$ cat src/rtl/if_debug_controller.sv
// Debug-link sequencer for the instruction-fetch stage: program load, run, single-step, halt.
// Define IF_DEBUG_CYCLE_COUNT_EN to add the saturating o_cycle_count output.
module if_debug_controller #(
    parameter int NB_DATA        = 8,
    parameter int NB_INSTRUCTION = 32,
    parameter int NB_ADDR        = 8,
`ifdef IF_DEBUG_CYCLE_COUNT_EN
    parameter int NB_CYCLE       = 16,
`endif
    parameter logic [NB_INSTRUCTION-1:0] HALT_INSTRUCTION = 32'hFFFFFFFF
) (
    input  logic                      i_clock,
    input  logic                      i_reset_n,
    input  logic [NB_DATA-1:0]        i_rx_data,
    input  logic                      i_rx_valid,
    input  logic [NB_INSTRUCTION-1:0] i_fetched_instruction,
    output logic                      o_imem_write_enable,
    output logic [NB_ADDR-1:0]        o_imem_write_addr,
    output logic [NB_INSTRUCTION-1:0] o_imem_write_data,
    output logic                      o_pc_enable,
    output logic                      o_pc_reset,
    output logic                      o_read_enable,
    output logic                      o_busy,
    output logic                      o_halted
`ifdef IF_DEBUG_CYCLE_COUNT_EN
    ,
    output logic [NB_CYCLE-1:0]       o_cycle_count
`endif
);

    localparam int NB_BYTES = NB_INSTRUCTION / NB_DATA;
    localparam int NB_IDX   = $clog2(NB_BYTES);
    localparam int NB_SHIFT = NB_INSTRUCTION - NB_DATA;
    localparam logic [NB_IDX-1:0] LAST_IDX = NB_IDX'(NB_BYTES - 1);

    localparam logic [NB_DATA-1:0] CMD_LOAD  = NB_DATA'(8'h4C);
    localparam logic [NB_DATA-1:0] CMD_RUN   = NB_DATA'(8'h43);
    localparam logic [NB_DATA-1:0] CMD_STEP  = NB_DATA'(8'h53);
    localparam logic [NB_DATA-1:0] CMD_NEXT  = NB_DATA'(8'h4E);
    localparam logic [NB_DATA-1:0] CMD_RESET = NB_DATA'(8'h52);

    typedef enum logic [2:0] {
        IDLE,
        LOAD_COUNT,
        LOAD_BYTE,
        RUN,
        STEP,
        HALT
    } state_t;

    state_t                      state, state_next;
    logic [NB_DATA-1:0]          words_left, words_left_next;
    logic [NB_ADDR-1:0]          addr, addr_next;
    logic [NB_IDX-1:0]           byte_idx, byte_idx_next;
    logic [NB_SHIFT-1:0]         shift, shift_next;
    logic                        fetch_valid;
    logic                        halt_match;

    logic                        imem_we_next;
    logic [NB_ADDR-1:0]          imem_addr_next;
    logic [NB_INSTRUCTION-1:0]   imem_data_next;
    logic                        pc_enable_next;
    logic                        pc_reset_next;
    logic                        read_enable_next;

    // The word on i_fetched_instruction is only meaningful one cycle after a read was enabled.
    assign halt_match = fetch_valid && (i_fetched_instruction == HALT_INSTRUCTION);

    always_ff @(posedge i_clock or negedge i_reset_n) begin
        if (!i_reset_n) begin
            state               <= IDLE;
            words_left          <= '0;
            addr                <= '0;
            byte_idx            <= '0;
            shift               <= '0;
            fetch_valid         <= 1'b0;
            o_imem_write_enable <= 1'b0;
            o_imem_write_addr   <= '0;
            o_imem_write_data   <= '0;
            o_pc_enable         <= 1'b0;
            o_pc_reset          <= 1'b1;
            o_read_enable       <= 1'b0;
            o_busy              <= 1'b0;
            o_halted            <= 1'b0;
        end else begin
            state               <= state_next;
            words_left          <= words_left_next;
            addr                <= addr_next;
            byte_idx            <= byte_idx_next;
            shift               <= shift_next;
            fetch_valid         <= o_read_enable;
            o_imem_write_enable <= imem_we_next;
            o_imem_write_addr   <= imem_addr_next;
            o_imem_write_data   <= imem_data_next;
            o_pc_enable         <= pc_enable_next;
            o_pc_reset          <= pc_reset_next;
            o_read_enable       <= read_enable_next;
            o_busy              <= (state_next != IDLE) && (state_next != HALT);
            o_halted            <= (state_next == HALT);
        end
    end

    always_comb begin
        state_next       = state;
        words_left_next  = words_left;
        addr_next        = addr;
        byte_idx_next    = byte_idx;
        shift_next       = shift;
        imem_we_next     = 1'b0;
        imem_addr_next   = o_imem_write_addr;
        imem_data_next   = o_imem_write_data;
        pc_enable_next   = 1'b0;
        pc_reset_next    = 1'b0;
        read_enable_next = 1'b0;

        case (state)
            IDLE: begin
                if (i_rx_valid) begin
                    case (i_rx_data)
                        CMD_LOAD:  state_next = LOAD_COUNT;
                        CMD_RUN: begin
                            state_next       = RUN;
                            pc_enable_next   = 1'b1;
                            read_enable_next = 1'b1;
                        end
                        CMD_STEP:  state_next = STEP;
                        CMD_RESET: pc_reset_next = 1'b1;
                        default: ;
                    endcase
                end
            end
            LOAD_COUNT: begin
                if (i_rx_valid) begin
                    if (i_rx_data == '0) begin
                        state_next = IDLE;
                    end else begin
                        state_next      = LOAD_BYTE;
                        words_left_next = i_rx_data;
                        addr_next       = '0;
                        byte_idx_next   = '0;
                    end
                end
            end
            LOAD_BYTE: begin
                // Every byte here is payload, including ones that look like commands.
                if (i_rx_valid) begin
                    if (byte_idx == LAST_IDX) begin
                        imem_we_next    = 1'b1;
                        imem_addr_next  = addr;
                        imem_data_next  = {shift, i_rx_data};
                        addr_next       = addr + NB_ADDR'(1);
                        byte_idx_next   = '0;
                        words_left_next = words_left - NB_DATA'(1);
                        if (words_left == NB_DATA'(1)) begin
                            state_next    = IDLE;
                            pc_reset_next = 1'b1;
                        end
                    end else begin
                        shift_next    = {shift[NB_SHIFT-NB_DATA-1:0], i_rx_data};
                        byte_idx_next = byte_idx + NB_IDX'(1);
                    end
                end
            end
            RUN: begin
                if (i_rx_valid && (i_rx_data == CMD_RESET)) begin
                    state_next    = IDLE;
                    pc_reset_next = 1'b1;
                end else if (halt_match) begin
                    state_next = HALT;
                end else begin
                    pc_enable_next   = 1'b1;
                    read_enable_next = 1'b1;
                end
            end
            STEP: begin
                if (i_rx_valid && (i_rx_data == CMD_RESET)) begin
                    state_next    = IDLE;
                    pc_reset_next = 1'b1;
                end else if (halt_match) begin
                    state_next = HALT;
                end else if (i_rx_valid && (i_rx_data == CMD_RUN)) begin
                    state_next       = RUN;
                    pc_enable_next   = 1'b1;
                    read_enable_next = 1'b1;
                end else if (i_rx_valid && (i_rx_data == CMD_NEXT)) begin
                    pc_enable_next   = 1'b1;
                    read_enable_next = 1'b1;
                end
            end
            HALT: begin
                if (i_rx_valid && (i_rx_data == CMD_RESET)) begin
                    state_next    = IDLE;
                    pc_reset_next = 1'b1;
                end else if (i_rx_valid && (i_rx_data == CMD_LOAD)) begin
                    state_next = LOAD_COUNT;
                end
            end
            default: state_next = IDLE;
        endcase
    end

`ifdef IF_DEBUG_CYCLE_COUNT_EN
    // Counts enabled fetch cycles; cleared together with each PC reset pulse.
    always_ff @(posedge i_clock or negedge i_reset_n) begin
        if (!i_reset_n) begin
            o_cycle_count <= '0;
        end else if (pc_reset_next) begin
            o_cycle_count <= '0;
        end else if (o_pc_enable && (o_cycle_count != '1)) begin
            o_cycle_count <= o_cycle_count + NB_CYCLE'(1);
        end
    end
`endif

endmodule

$ cat config.mk
export PLATFORM = sky130hd
export DESIGN_NAME = if_debug_controller
export DESIGN_NICKNAME = d
export VERILOG_FILES = /design/src/rtl/if_debug_controller.sv
export SDC_FILE = /design/constraint.sdc
export NUM_CORES = 1
export LEC_CHECK = 0
export ABC_AREA = 1
export CORE_UTILIZATION = 50
export DETAILED_ROUTE_END_ITERATION = 6
export GPL_ROUTABILITY_DRIVEN = 0
export GPL_TIMING_DRIVEN = 0
export PLACE_DENSITY = 0.84
export SLEW_MARGIN = 5
export SYNTH_ARGS = -nofsm -noshare
export SYNTH_HDL_FRONTEND = slang
export SYNTH_SLANG_ARGS = --single-unit
$ cat constraint.sdc
create_clock -name i_clock -period 2 [get_ports i_clock]
set_input_delay 0.3 -clock i_clock [delete_from_list [all_inputs] [get_ports i_clock]]
set_output_delay 0.3 -clock i_clock [all_outputs]
set_load 0.05 [all_outputs]
# Yosys cells after proc, flatten, opt, wreduce, memory -nomap -nowiden
# Index checks and enable logic that the tools add are counted.
# Widths: inputs -> output; s select.
[classes]
n_shift = 0
n_reduce_logical = 15
eq_ne = 19
muxes = 49
mul = 0
bitwise_logic = 1
div_mod_pow = 0
n_addsub = 3
order_cmp = 0
[op_table]
columns = ["operator", "count"]
rows = [
  ["$mux 8", 8],
  ["$eq 8x7->1 const B", 5],
  ["$mux 3", 12],
  ["$eq 32x32->1 const B", 1],
  ["$pmux 8 s2", 2],
  ["$pmux 3 s6", 1],
  ["$mux 1", 17],
  ["$mux 2", 5],
  ["$eq 3x3->1 const B", 3],
  ["$pmux 3 s3", 1],
  ["$add 8x1->8 const B", 1],
  ["$eq 8x1->1 const B", 1],
  ["$logic_not 8->1", 1],
  ["$ne 2x2->1 const B", 4],
  ["$sub 8x1->8 const B", 1],
  ["$eq 3x2->1 const B", 2],
  ["$logic_and 1x1->1", 6],
  ["$pmux 1 s3", 2],
  ["$reduce_and 3->1", 2],
  ["$reduce_and 5->1", 1],
  ["$pmux 2 s2", 1],
  ["$reduce_and 4->1", 1],
  ["$eq 3x1->1 const B", 1],
  ["$logic_not 3->1", 1],
  ["7 further kinds", 7],
]
[word_totals]
out_inout_bits = 46
ram_bits = 0
n_memories = 0
wordCells = 100
latchBits = 0
in_bits = 43
regBits = 91
romBits = 0

# Depth between registers and ports, before layout
# Gate-level depths: netlist (run 1).
[depth]
ltp_word = 8
depth_mapped = 13
mapped_depth_nobuf = 13

# Worst setup path after synthesis (run 1)
# No wires, ideal clock.
[synth_timing]
path_type = "register -> register"
startpoint = "register state[2]"
endpoint = "register addr[2]"
setup_time_ps = 124
required_time_ps = 1876
path_buffers = 1
period_less_slack_ps = 1545
stages_incl_launch_ff = 12
slack_ps = 455
t_arrival_ps = 1421
path_cell_list = "dfrtp_1 -> nor2_2 -> nand2_4 -> nor2_8 -> inv_4 -> nand2_2 -> nand2_2 -> inv_2 -> buf_6 -> nand2_4 -> o21ai_2 -> a21oi_2"
[synth_between]
elab_chain_len = 3
elab_cells_between_ends = 9
cone_classes = "eq/ne: 6; mux: 1; reduce/logical: 2"
[synth_lines]
columns = ["item", "line", "text"]
rows = [
  ["start, declared", "51", "state_t state, state_next;"],
  ["start signal, assigned", "86", "state <= state_next;"],
  ["$eq 3x2->1 / $eq 3x1->1 (equally long branches)", "116", "case (state)"],
  ["$ne 2x2->1 (no line) / $reduce_bool 2->1 (equally long branches)", "n/a", ""],
  ["$reduce_and 5->1 (no line)", "n/a", ""],
  ["end signal, assigned", "88", "addr <= addr_next;"],
  ["end, declared", "53", "logic [NB_ADDR-1:0] addr, addr_next;"],
]
# Parallel ways exist; a longest one is shown, timed or not.
# A chain may end at the register's enable or synchronous reset.

# Final worst setup path (run 1)
[layout_timing]
startpoint = "register o_imem_write_data[4]"
endpoint = "output port o_imem_write_data[4]"
[layout_lines]
columns = ["item", "line", "text"]
rows = [
  ["start, declared", "19", "output logic [NB_INSTRUCTION-1:0] o_imem_write_data,"],
  ["start signal, assigned", "94", "o_imem_write_data <= imem_data_next;"],
]
# No word-level cell between the ends.

==> metrics.md, run 1 <==
| Metric | Value |
|---|---|
| Setup Total Neg Slack | `0 ns` |
| Biggest cell delay along the critical path | `roughly 0.8 ns` |
| Worst path cell trace | `clkdlybuf4s50_1` |
| Synth cell types | `39` |
| Core ar. | `around 8300 um^2` |
| Post-DRT Antenna Nets | `0` |
| Via-per-instance ratio | `around 5.2` |
| Mapped Area | `approximately 4400 um^2` |
| P_leak | `around 2.7 nW` |
| Overall die height | `95.7 um` |
| CP Capture Type | `output port` |
| FP Rows | `33` |
| Fin util | `around 68%` |
| YS warnings | `0` |
| Initial antenna violation count | `0` |
| Global route overflow | `0` |
| Die width | `approximately 96 um` |
| CTS tree | `yes` |
| EDFF count, synth | `0` |
| Port bufs | `between 80 and 90` |
| Tightest Hold Check Type | `primary input to asynchronous set/reset pin` |
| WL final | `roughly 10 mm` |
| N_diodes | `0` |
| Crit Path Max Fanout | `2` |
| Hpwl dp | `a little under 8 mm` |
| First-pass GRT wire length | `around 18 mm` |
| Worst skew pair latency | `~0.36 ns` |
| Clock sinks | `between 90 and 100` |
| Max Fclk | `roughly 0.53 GHz` |
| Io pins | `89` |
| WL/cell | `13.7 um` |
| GRT Util Overall | `around 25%` |
| Final setup viols | `0` |
| Final hold vios | `0` |
| Placed instance area | `between 5000 and 6000 um^2` |
| WP buf/inv | `1` |
| RSZ-0062 raised after global routing | `false` |
| CP top delay family | `buffers and inverters` |
| H-Tree Depth | `3` |
| Ys async rst share | `between 90% and 100%` |
| Min Hold Slack | `~0.42 ns` |
| CP Launch Type | `register` |
| DRC Markers | `0` |
| # nets final | `685` |
| Num CTS Buffers | `9` |
| Root Buffer | `clkbuf_8` |
| Max-cap violation count | `0` |
| Initial core utilization | `a little over half` |
| Max Slew Vio Count | `0` |
| Placed cells | `~730` |
| Post-Synthesis Cells | `approximately 540` |
| Pre-Repair DR Iteration Count | `5` |
| Pre-CTS setup slack | `-0.188 ns` |
| Yosys reg bits | `about 90` |
| Worst-Margin Slew | `around 0.53 ns` |
| CP max stage cell | `clkdlybuf4s50_1` |
| Sequential-to-total area share from yosys stat | `51.9%` |
| Largest net degree at the start of global routing | `59` |
| Syn avg cell area | `~8.2 um^2` |
| Vias in the first global route | `3971` |
| Initial DRC count | `around 310` |
| Final std cells w/o fill | `between 700 and 800` |
| Setup Skew | `around 0.0082 ns` |
| Relative slew slack | `64.5%` |
| Die area | `between 9000 and 10000 um^2` |
| Critical path class | `register to output port` |
| Top FF cell, synth | `dfrtp_1` |
| Minimum clock period | `approximately 1.9 ns` |
| Clk slew on worst S/H paths | `~0.090 ns` |
| Worst ir drop on vdd | `a little over 0.6 mV` |
| Mapped Nets | `between 500 and 600` |
| Post-CTS setup buffers | `0` |
| Vias | `3908` |
| CTS Buffer Depth | `2` |
| Req. time, crit path | `1.70 ns` |
| Outcome | `complete, no violations` |
| Final instance area | `5670 um^2` |
| CP arrival | `between 1.5 and 2 ns` |
| Setup ws final | `between 0.1 and 0.15 ns` |
| Layout cells sized above 1 | `9.49%` |
| Power per cell area | `approximately 1300 nW/um^2` |
| Pwr Total | `~7 mW` |
| Crit share post-route | `a little over nine tenths` |
| Syn-to-layout area delta | `29.2%` |
[cells by family after synthesis]
family / Yosys count / synth area share [%]
compound gates: 88 / 11.7
fa+ha+maj: 4 / 1.14
flops: 91 / 51.9
simple gates: 275 / 26.7
buf+inv: 74 / 7.58
xor+xnor: 5 / 0.997
[synth_stat cells (all sizes together) (2+ instances only)]
cell    number  area share, %
nand2      183             16
inv         55            4.8
nor2        55            5.1
o21ai       69            8.0
nand4        8            1.1
xor2         5            1.0
dfrtp       90             51
buf         16            2.6
o31ai        2           0.46
ha           4            1.1
clkbuf       3           0.26
o211ai       4           0.68
nand3       22            2.9
nor3         6            1.2
o221ai       3           0.74
a21oi        6           0.94
[layout make-up]
type / instances / area (um^2)
Buffer: 19 / 124
Clock buffer: 10 / 128
Clock inverter: 6 / 96.3
Fill cell: 646 / 2670
Inverter: 55 / 209
Multi-Input combinational cell: 372 / 1790
Sequential cell: 91 / 2280
Tap cell: 105 / 131
Timing Repair Buffer: 90 / 921
[cells in the final DEF (no fill, tap or decap), drive strengths merged]
cell and instances:
nand2 183, a221oi 1, o221ai 3, bufinv 2, o32ai 1, dlygate4sd3 1
ha 4, nand3 22, o21ai 69, nand4 8, clkbuf 13, a31oi 1
dfrtp 90, clkdlybuf4s50 85, buf 18, o31ai 2, or2 1, clkinvlp 1
inv 58, dfstp 1, a21oi 6, nor2 55, xor2 5, o211ai 4
dlymetal6s2s 2, nor3 6, a21boi 1
[path summary, 6_finish.rpt]
path,startpoint,to,slack (ns),cells after the start
worst max-delay path,o_imem_write_data[4]$_DFFE_PN0P_,o_imem_write_data[4],0.13,1
worst min-delay path,i_reset_n,o_imem_write_data[26]$_DFFE_PN0P_,0.42,2
worst max register to register,state[2]$_DFF_PN0_,shift[13]$_DFFE_PN0P_,0.20,8
worst min register to register,o_read_enable$_DFF_PN0_,fetch_valid$_DFF_PN0_,0.44,0
max in group asynchronous,i_reset_n,byte_idx[1]$_DFFE_PN0P_,0.95,3
min in group i_clock,o_read_enable$_DFF_PN0_,fetch_valid$_DFF_PN0_,0.44,0
[where the power goes]
part	total, mW	switching [mW]	internal (mW)
clock	1.40	0.675	0.722
sequential	2.79	0.357	2.44
combinational	2.91	1.92	0.981
[flip-flops by register name, indices dropped and copies added, names as in the netlist]
register,cells
addr,8
o_imem_write_enable,1
words_left,8
o_imem_write_data,32
o_read_enable,1
state,3
byte_idx,2
o_busy,1
o_halted,1
shift,24
o_pc_reset,1
fetch_valid,1
o_imem_write_addr,8
[routing by layer]
metal / wire length (um) / global-route usage (%) / up-vias / share of wire, %
li1: - / - / 1920 / -
met1: 4440 / 30.5 / 1810 / 43
met2: 4920 / 42.3 / 164 / 48
met3: 718 / 7.35 / 14 / 7.0
met4: 144 / 8.21 / 0 / 1.4
met5: 0 / 0 / - / 0
[what timing repair did]
action                                  4_1_cts  5_1_grt
endpoints found under the setup margin        0        3
endpoints found under the hold margin        32        0
gates resized for setup                       0        3
hold buffers                                  1        0
Note: power is estimated with default switching activity, not from simulation.
==> run 2, diff against run 1 <==
--- a/config.mk
+++ b/config.mk
@@ -11,6 +11,7 @@
 export GPL_ROUTABILITY_DRIVEN = 0
 export GPL_TIMING_DRIVEN = 0
 export PLACE_DENSITY = 0.84
+export SKIP_CTS_REPAIR_TIMING = 1
 export SLEW_MARGIN = 5
 export SYNTH_ARGS = -nofsm -noshare
 export SYNTH_HDL_FRONTEND = slang
==> results of run 2 <==
The final DEF is identical to that of run 1; final timing and power are the same.
Among the figures that moved: via count of the first global-routing pass 3971 -> 3965
==> run 3, diff against run 2 <==
--- a/config.mk
+++ b/config.mk
@@ -5,12 +5,12 @@
 export SDC_FILE = /design/constraint.sdc
 export NUM_CORES = 1
 export LEC_CHECK = 0
-export ABC_AREA = 1
+export ABC_AREA = 0
 export CORE_UTILIZATION = 50
 export DETAILED_ROUTE_END_ITERATION = 6
 export GPL_ROUTABILITY_DRIVEN = 0
 export GPL_TIMING_DRIVEN = 0
-export PLACE_DENSITY = 0.84
+export PLACE_DENSITY = 0.85
 export SKIP_CTS_REPAIR_TIMING = 1
 export SLEW_MARGIN = 5
 export SYNTH_ARGS = -nofsm -noshare
==> run 3 against run 2 <==
  * Combinational power grew 6%
  * Register-to-register slack got worse by 0.19 ns
  * Cell count decreased by 19%
  * Wire length up 0.14%
  * Clock skew shrank 0.00058 ns
  * Total power rose by 2.2%
  * Die area is 5.7% lower
  * Clock-buffer cell count is the same
  * Utilization increased by 2.2 points
  * Maximum frequency decreased by 5.9%
  * Synthesized cell count is 27% lower
  * Critical endpoint is now shift[20]$_DFFE_PN0P_
  * Highest routed layer unchanged
==> metrics.md, run 3 <==
| Metric | Value |
|---|---|
| Placed instance area | `5150 um^2 (-5.2%)` |
| Synth area leader | `dfrtp_1` |
| Commonest non-fill, non-tap cell in the layout | `nand2_1` |
| Share of the synthesized area in the top cell type | `54.4% (+3.2 points)` |
| Sequential-to-total area share from yosys stat | `55.1% (+3.2 points)` |
| DRC Markers | `0 (unchanged)` |
| R2R cell count | `6 (-2)` |
| Power per cell area | `1320 nW/um^2 (+5.2%)` |
| Vias in the first global route | `3396` |
| Crit path top cell by count | `buf_4` |
| CTS tree | `yes` |
| Post-DRT Antenna Nets | `0 (unchanged)` |
| R2R Setup Slk | `0.008 ns (-0.19 ns)` |
| Critical path class | `register to register` |
| Outcome | `complete, no violations` |
| Syn-to-layout area delta | `33.2%` |
| Worst setup endpoint | `shift[20]$_DFFE_PN0P_` |
| Mapped Nets | `441 (-24%)` |
| GRT Util Overall | `24.6% (-0.36 points)` |
| Commonest non-fill, non-tap cells in the layout | `nand2_1 (91), dfrtp_1 (90), clkdlybuf4s50_1 (77), mux2_2 (37), nor2_1 (22)` |
| Pwr Total | `7.25 mW (+2.2%)` |
| Final hold vios | `0 (unchanged)` |
| Top FF cell, synth | `dfrtp_1` |
| Crit share post-route | `99.6% (+5.9 points)` |
| Req. time, crit path | `2.26 ns (+0.56 ns)` |
| Post-Synthesis Cells | `394 (-27%)` |
| WL final | `10.2 mm (+0.14%)` |
| Worst path cell trace | `buf_4, inv_2, nand3_4, nor3_4, buf_4, mux2_2` |
| Initial antenna violation count | `0 (unchanged)` |
| Hpwl dp | `7.09 mm (-7.8%)` |
| CP arrival | `2.25 ns (+0.68 ns)` |
| Relative slew slack | `64.4% (-0.078 points)` |
| Final setup viols | `0 (unchanged)` |
| Num CTS Buffers | `9 (unchanged)` |
| Initial DRC count | `316 (+0.96%)` |
| Crit Path Max Fanout | `10 (+8)` |
| Worst Setup SP | `state[0]$_DFF_PN0_` |
| Most common cell in the netlist | `nand2_1` |
| First-pass GRT wire length | `16.3 mm` |
| CP max stage cell | `dfrtp_1` |
| Overall die height | `93.0 um (-2.9%)` |
| EDFF count, synth | `0 (unchanged)` |
| H-Tree Depth | `3 (unchanged)` |
| Ranking of synthesized cells by area | `dfrtp_1 (54%), mux2_2 (10%), nand2_1 (8.3%)` |
| Port bufs | `86 (-2.3%)` |
| Setup Skew | `0.00765 ns (-0.000576 ns)` |
| Worst skew pair latency | `0.37 ns (about the same)` |
| Ys async rst share | `100% (unchanged)` |
| Max-cap violation count | `0 (unchanged)` |
| Synth top cells by count | `nand2_1 (91), dfrtp_1 (90), mux2_2 (37)` |
| Largest net degree at the start of global routing | `70 (+19%)` |
| Global route overflow | `0 (unchanged)` |
| Min Hold Slack | `0.208 ns (-0.217 ns)` |
| Fin util | `70.2% (+2.2 points)` |
| CTS Buffer Depth | `2 (unchanged)` |
| WP buf/inv | `3 (+2)` |
| Synth cell types | `53 (+36%)` |
| Initial core utilization | `52.7% (about the same)` |
| N_diodes | `0 (unchanged)` |
| Core ar. | `7850 um^2 (-5.9%)` |
| Layout cells sized above 1 | `19.3% (+9.8 points)` |
| Largest register FFs | `32 (unchanged)` |
| Clk slew on worst S/H paths | `0.09 ns (about the same)` |
| CP Launch Type | `register` |
| Biggest cell delay along the critical path | `0.44 ns (-0.38 ns)` |
| Die width | `93.0 um (-2.9%)` |
| Top reg by flops | `o_imem_write_data` |
| Tightest Hold Check Type | `primary input to register` |
| # nets final | `544 (-21%)` |
| RSZ-0062 raised after global routing | `true` |
| Vias | `3481 (-11%)` |
| Worst ir drop on vdd | `1.05 mV (+72%)` |
| RR Endpoint | `shift[20]$_DFFE_PN0P_` |
| Pre-Repair DR Iteration Count | `6 (+1)` |
| Via-per-instance ratio | `5.76 (+10%)` |
| Worst r2r src | `state[0]$_DFF_PN0_` |
| Minimum clock period | `1.99 ns (+0.118 ns)` |
| CP Depth | `6 (+5)` |
| Clock sinks | `91 (unchanged)` |
| Root Buffer | `clkbuf_8` |
| Io pins | `89 (unchanged)` |
| CP top delay family | `buffers and inverters` |
| YS warnings | `0 (unchanged)` |
| Max Fclk | `0.502 GHz (-5.9%)` |
| Final instance area | `5510 um^2 (-2.9%)` |
| Syn avg cell area | `10.5 um^2 (+28%)` |
| FP Rows | `32 (-3.0%)` |
| Biggest regs | `o_imem_write_data: 32 flops, shift: 24 flops` |
| Worst-Margin Slew | `0.531 ns (-0.0000543 ns)` |
| WL/cell | `16.9 um (+24%)` |
| P_leak | `2.57 nW (-5.3%)` |
| Die area | `8640 um^2 (-5.7%)` |
| Yosys reg bits | `91 (unchanged)` |
| Mapped Area | `4140 um^2 (-5.8%)` |
| Max Slew Vio Count | `0 (unchanged)` |
| CP Capture Type | `register` |
run 3: cell count changes after synthesis, moves of 5 or more:
cell	delta
nand2_1	-86
inv_1	-39
mux2_2	+37
nor2_1	-31
o21ai_1	-24
o21ai_0	-22
nand3_1	-11
a21oi_1	+9
nor3_1	+7
nor4_1	+6
buf_4	+5
xor2_1	-5
run 3: cell type report:
class / instances / area, um^2
fillers: 555 / 2340
flip-flops and latches: 91 / 2280
multi-input cells: 274 / 1780
repair buffers: 92 / 946
clock buffers: 10 / 128
well taps: 102 / 128
plain buffers: 17 / 105
clock inverters: 6 / 95.1
inverters: 12 / 48.8
run 3: worst register-to-register path: cells and delay by family (launching register included):
kind                   cells  cell delay (ns)
DFF                        1             0.44
buffers and inverters      3             0.60
muxes                      1             0.36
and+or+nand+nor            2             0.49
run 3: report_power, final:
part	internal, mW	switching (mW)
combinational	1.17	1.91
clock	0.717	0.661
sequential	2.37	0.415
run 3: routing by layer:
metal  wire (um)  GRT usage (%)  vias up
li1            -              -     1577
met1        4070           31.6     1705
met2        5080           40.6      173
met3         850           6.73       26
met4         231           7.44        0
met5           0              0        -
run 3: how the worst min path moves through the flow:
stage / start / endpoint / slack [ns] / depth (start not counted)
finish: i_rx_data[0] / words_left[0]$_DFFE_PN0P_ / 0.21 / 3
global route: i_rx_data[0] / words_left[0]$_DFFE_PN0P_ / 0.22 / 3
CTS: i_reset_n / o_imem_write_data[30]$_DFFE_PN0P_ / -0.19 / 1
detailed placement: i_reset_n / o_imem_write_data[30]$_DFFE_PN0P_ / 0.22 / 1
global placement: o_read_enable$_DFF_PN0_ / fetch_valid$_DFF_PN0_ / 0.39 / 0
floorplan: i_reset_n / addr[0]$_DFFE_PN0P_ / 0.004 / 0
run 3: cell families (layout without fill, tap and decap cells):
logic type	after synthesis	after routing	synth area share [%]
multiplexers	39	39	10.6
adder cells (fa/ha/maj)	4	4	1.21
XOR/XNOR	4	4	0.847
AO/OA/AOI/OAI	54	54	8.11
flip-flops	91	91	55.1
buffers and inverters	29	137	3.60
AND/OR/NAND/NOR	173	173	20.5
run 3: per-stage QoR:
step           setup WS, ns  std cells  TNS (ns)
6_report            0.00818        604         0
5_1_grt             -0.0713        604     -1.04
4_1_cts              -0.254        599     -9.16
3_5_place_dp         -0.530        583    -16.17
3_3_place_gp          -2.50        582   -240.41
2_1_floorplan         0.230        394         0
